## config.mk

```make
export PLATFORM = sky130hd
export DESIGN_NAME = process_scheduler
export DESIGN_NICKNAME = d
export VERILOG_FILES = /design/src/rtl/process_scheduler.sv
export SDC_FILE = /design/constraint.sdc
export NUM_CORES = 1
export LEC_CHECK = 0
export BUFFER_PORTS_ARGS = -buffer_cell sky130_fd_sc_hd__clkbuf_2
export CAP_MARGIN = 10
export CORE_MARGIN = 4
export CORE_UTILIZATION = 35
export DETAILED_ROUTE_END_ITERATION = 16
export PLACE_DENSITY = 0.73
export SETUP_SLACK_MARGIN = 0.15
export SYNTH_ARGS = -nofsm -noshare
export SYNTH_HDL_FRONTEND = slang
export SYNTH_SLANG_ARGS = --single-unit
```

## constraint.sdc

```tcl
create_clock -name clock -period 3.4 [get_ports clock]
set_clock_uncertainty 0.05 [all_clocks]
set_input_delay 0.68 -clock clock [delete_from_list [all_inputs] [get_ports clock]]
set_output_delay 0.68 -clock clock [all_outputs]
set_load 0.1 [all_outputs]
```

## src/rtl/process_scheduler.sv

```systemverilog
// Time-slice scheduler driving the PC block's slot select, slot-1 load, slot clear and interrupt return; launch-to-user 2 cycles, exit-to-OS 2 cycles.
// halt stalls state and counter without repeating pulses; quantum preemption is built only when SCHED_PREEMPT_EN is defined.
module process_scheduler #(
  parameter int DATA_WIDTH = 32,
  parameter int NPROCESS   = 2,
  parameter int QUANTUM    = 16
) (
  input  logic                  clock,
  input  logic                  reset,
  input  logic                  halt,
  input  logic                  launch,
  input  logic [DATA_WIDTH-1:0] startAddr,
  input  logic [DATA_WIDTH-1:0] quantumIn,
  input  logic                  yield,
  input  logic                  processEnd,
  input  logic [DATA_WIDTH-1:0] processPC,
  output logic                  add,
  output logic [DATA_WIDTH-1:0] adressIn,
  output logic                  changePC,
  output logic                  changeSource,
  output logic                  itrr,
  output logic [DATA_WIDTH-1:0] savedPC,
  output logic [1:0]            cause,
  output logic                  busy
);
  // The launched user process always lives in the last PC slot.
  localparam logic USER_SLOT = 1'(NPROCESS - 1);

  typedef enum logic [2:0] {IDLE, LOAD, RUN, SAVE, RETURN} state_t;

  state_t     state;
  logic [1:0] pend_cause;
  logic       expire;

`ifdef SCHED_PREEMPT_EN
  logic [DATA_WIDTH-1:0] quantum_q;
  logic [DATA_WIDTH-1:0] counter;

  assign expire = (counter == DATA_WIDTH'(1));

  // Counter saturates at 1 so a late event can never see it wrap.
  always_ff @(posedge clock or negedge reset) begin
    if (!reset) begin
      quantum_q <= '0;
      counter   <= '0;
    end else if (!halt) begin
      if (state == IDLE && launch)
        quantum_q <= (quantumIn == '0) ? DATA_WIDTH'(QUANTUM) : quantumIn;
      if (state == LOAD)
        counter <= quantum_q;
      else if (state == RUN && counter > DATA_WIDTH'(1))
        counter <= counter - DATA_WIDTH'(1);
    end
  end
`else
  logic unused_cfg;

  assign expire     = 1'b0;
  assign unused_cfg = ^{quantumIn, QUANTUM[0]};
`endif

  always_ff @(posedge clock or negedge reset) begin
    if (!reset) begin
      state        <= IDLE;
      add          <= 1'b0;
      adressIn     <= '0;
      changePC     <= 1'b0;
      changeSource <= 1'b0;
      itrr         <= 1'b0;
      savedPC      <= '0;
      cause        <= 2'd0;
      busy         <= 1'b0;
      pend_cause   <= 2'd0;
    end else if (halt) begin
      // Frozen, but a pulse already shown must not stretch across the stall.
      changePC     <= 1'b0;
      changeSource <= 1'b0;
      itrr         <= 1'b0;
    end else begin
      changePC     <= 1'b0;
      changeSource <= 1'b0;
      itrr         <= 1'b0;
      unique case (state)
        IDLE: begin
          if (launch) begin
            state    <= LOAD;
            adressIn <= startAddr;
            changePC <= 1'b1;
            busy     <= 1'b1;
          end
        end
        LOAD: begin
          state <= RUN;
          add   <= USER_SLOT;
        end
        RUN: begin
          if (processEnd || yield || expire) begin
            state      <= SAVE;
            pend_cause <= processEnd ? 2'd3 : (yield ? 2'd2 : 2'd1);
          end
        end
        SAVE: begin
          state        <= RETURN;
          add          <= 1'b0;
          savedPC      <= processPC;
          cause        <= pend_cause;
          changeSource <= 1'b1;
          itrr         <= 1'b1;
        end
        RETURN: begin
          state <= IDLE;
          busy  <= 1'b0;
        end
        default: begin
          state <= IDLE;
          busy  <= 1'b0;
          add   <= 1'b0;
        end
      endcase
    end
  end
endmodule

```

==> results.cfg <==
[run_status]
run_status = finished clean

[clock_network]
clk_pin_slew_ns = 0.08
cts.htree.levels = 3
clk_root_buffer_cell = clkbuf_8
cts.path.max_buffers = 2
clock_tree_from_tritoncts = done
ctsResizeCount = 0
cts.repair_timing.setup_buffer_count = 0
insertion_delay_ns = 0.34
sinks_on_clock_net = 75
inserted_clock_buffers = 9
cts_hold_repair.buffers = 0

[sta]
slew_violations = 0
final-hold-violation-count = 0
setup_tns_ns = 0
final.period_utilization_pct = 55.84
rsz0062_at_grt = no
finalSetupViolCount = 0
timing.fmax_ghz = 0.5268
timing.final.crit_period_ns = 1.898
worst_slew_margin_rel_pct = 39.56
worst-slew-pin-transition_ns = 0.9065

[route]
viasPerCell = 4.526
drt_first_iter_violations = 14
drt_first_pass_iters = 2
route.detailed.drc = 0
route.vias.total = 1937
routedWlPerCell_um = 13.42
antenna_left = 0
route.final.wire_length_mm = 5.745

[floorplan]
chipHeight_um = 100.3
ioPinCount = 173
design.core.area_um2 = 8258
initial_core_util_pct = 36.08
rows = 33
die_width_um = 100.3
fp.dieArea_um2 = 10050

[synth]
yosysWarnings = 0
post_synth_inst_count = 178
synth.lib_cells_used.distinct = 21
syn_area_um2 = 2979
ys_seq_elements = 75
avgSynthCellArea_um2 = 16.74
nets_in_the_synthesized_netlist = 280
yosysSeqAreaShare_pct = 63.00

[global_routing]
globalRouteOverflowTotal = 0
gr-usage-all-layers_pct = 11.80
first_global_vias = 2106
grt_first_pass_wirelength_mm = 9.487
grt_antenna_before_repair = 0
grt_start_max_net_pins = 76

[setup_path]
worstSetupPathType = flop to flop
cpMaxStageDelayCell = mux2_1
cp_data_arrival_time_ns = 2.06
cp-start-kind = flop
worst-path-max-fanout = 33
cp-end-kind = flop
path_cells = nor3b_2, nand2_2, mux2_1
worst_path_largest_cell_delay_ns = 0.50
cp.required_ns = 3.56

[placement]
place_congestion = 0.6902
port_buffers = 140
dp_hpwl_mm = 4.255

[run]
cap_viol_max_count = 0

[worst_hold_path]
worstHoldPathType = flop to flop

[final_layout]
drive_above_1_share_pct = 60.68
antenna_cells = 0
area_growth_syn_to_layout_pct = 31.92
design.final.nets = 420
layout.filler_cells = 764
==> registers in the layout (all words and copies together), names as in the netlist <==
name,cells
busy,1
savedPC,32
pend_cause,2
add,1
itrr,1
adressIn,32
changePC,1
state,3
cause,2
==> cell usage in the layout, fill, tap and decap left out, types with 3 or more instances in the layout <==
master	instances
mux2_1	29
clkbuf_8	9
a21oi_1	4
mux2_4	28
nor2_1	3
dfrtp_1	75
o21ai_0	5
clkbuf_2	139
mux2_2	9
==> cell usage after synthesis (all sizes together) <==
master	instances	share of area [%]
mux2	66	28
nor3b	1	0.42
o21ai	5	0.84
nand2b	1	0.21
a22o	2	0.59
nand2	3	0.46
inv	2	0.25
nor4b	1	0.29
a21oi	4	0.67
buf	11	3.4
dfrtp	75	63
and3	1	0.38
nor3	1	0.17
nor2	4	0.59
a21o	1	0.25
==> area by class of cell <==
cell class	count	area (um^2)	area share (%)
repair buffers	140	703.2	17.89
well taps	105	131.4	3.343
inverters	2	7.507	0.1910
flip-flops and latches	75	1877	47.76
clock inverters	6	90.09	2.292
multi-input cells	90	993.5	25.28
clock buffers	10	127.6	3.247
==> kinds of logic after synthesis <==
family	synth area share (%)
muxes	28.48
DFF	63.00
and+or+nand+nor	2.520
buffers and inverters	3.654
AOI/OAI and AO/OA	2.352
==> per-stage QoR <==
step | instance area, um^2 | hold slack, ns | cells | utilization (%) | worst slack (ns)
3_5_place_dp | 3712 | 0.3996 | 412 | 44.95 | 1.153
5_1_grt | 3930 | 0.4497 | 428 | 47.59 | 1.322
3_3_place_gp | 3712 | 0.3957 | 412 | 44.95 | 1.206
4_1_cts | 3930 | 0.4221 | 428 | 47.59 | 1.440
2_1_floorplan | 2979 | 0.3344 | 178 | - | 1.346
6_report | 3930 | 0.4137 | 428 | 47.59 | 1.502
==> worst max-delay path: cells and delay by family, from the launching register on <==
kind             cells  cell delay, ns
and+or+nand+nor      2            0.72
DFF                  1            0.48
muxes                1            0.50
==> path summary, 6_finish.rpt <==
path,slack [ns],cells after the start,to,start
max,1.50,3,adressIn[2],state[0]
min,0.41,1,pend_cause[1],pend_cause[1]
max reg2reg,1.50,3,adressIn[2],state[0]
min reg2reg,0.41,1,pend_cause[1],pend_cause[1]
max in group asynchronous,2.29,1,savedPC[25],reset
min in group asynchronous,0.42,1,adressIn[15],reset
==> per-layer routing <==
layer | up-vias | global-route usage (%) | wire [um]
met5 | - | 0 | 0
li1 | 894 | - | -
met3 | 7 | 4.795 | 547
met2 | 79 | 20.18 | 2853
met1 | 957 | 13.48 | 2274
met4 | 0 | 3.731 | 70
Power is left out: the tool's default activity adds up to more than one toggle a clock period on the data nets, which glitch-free logic cannot reach.
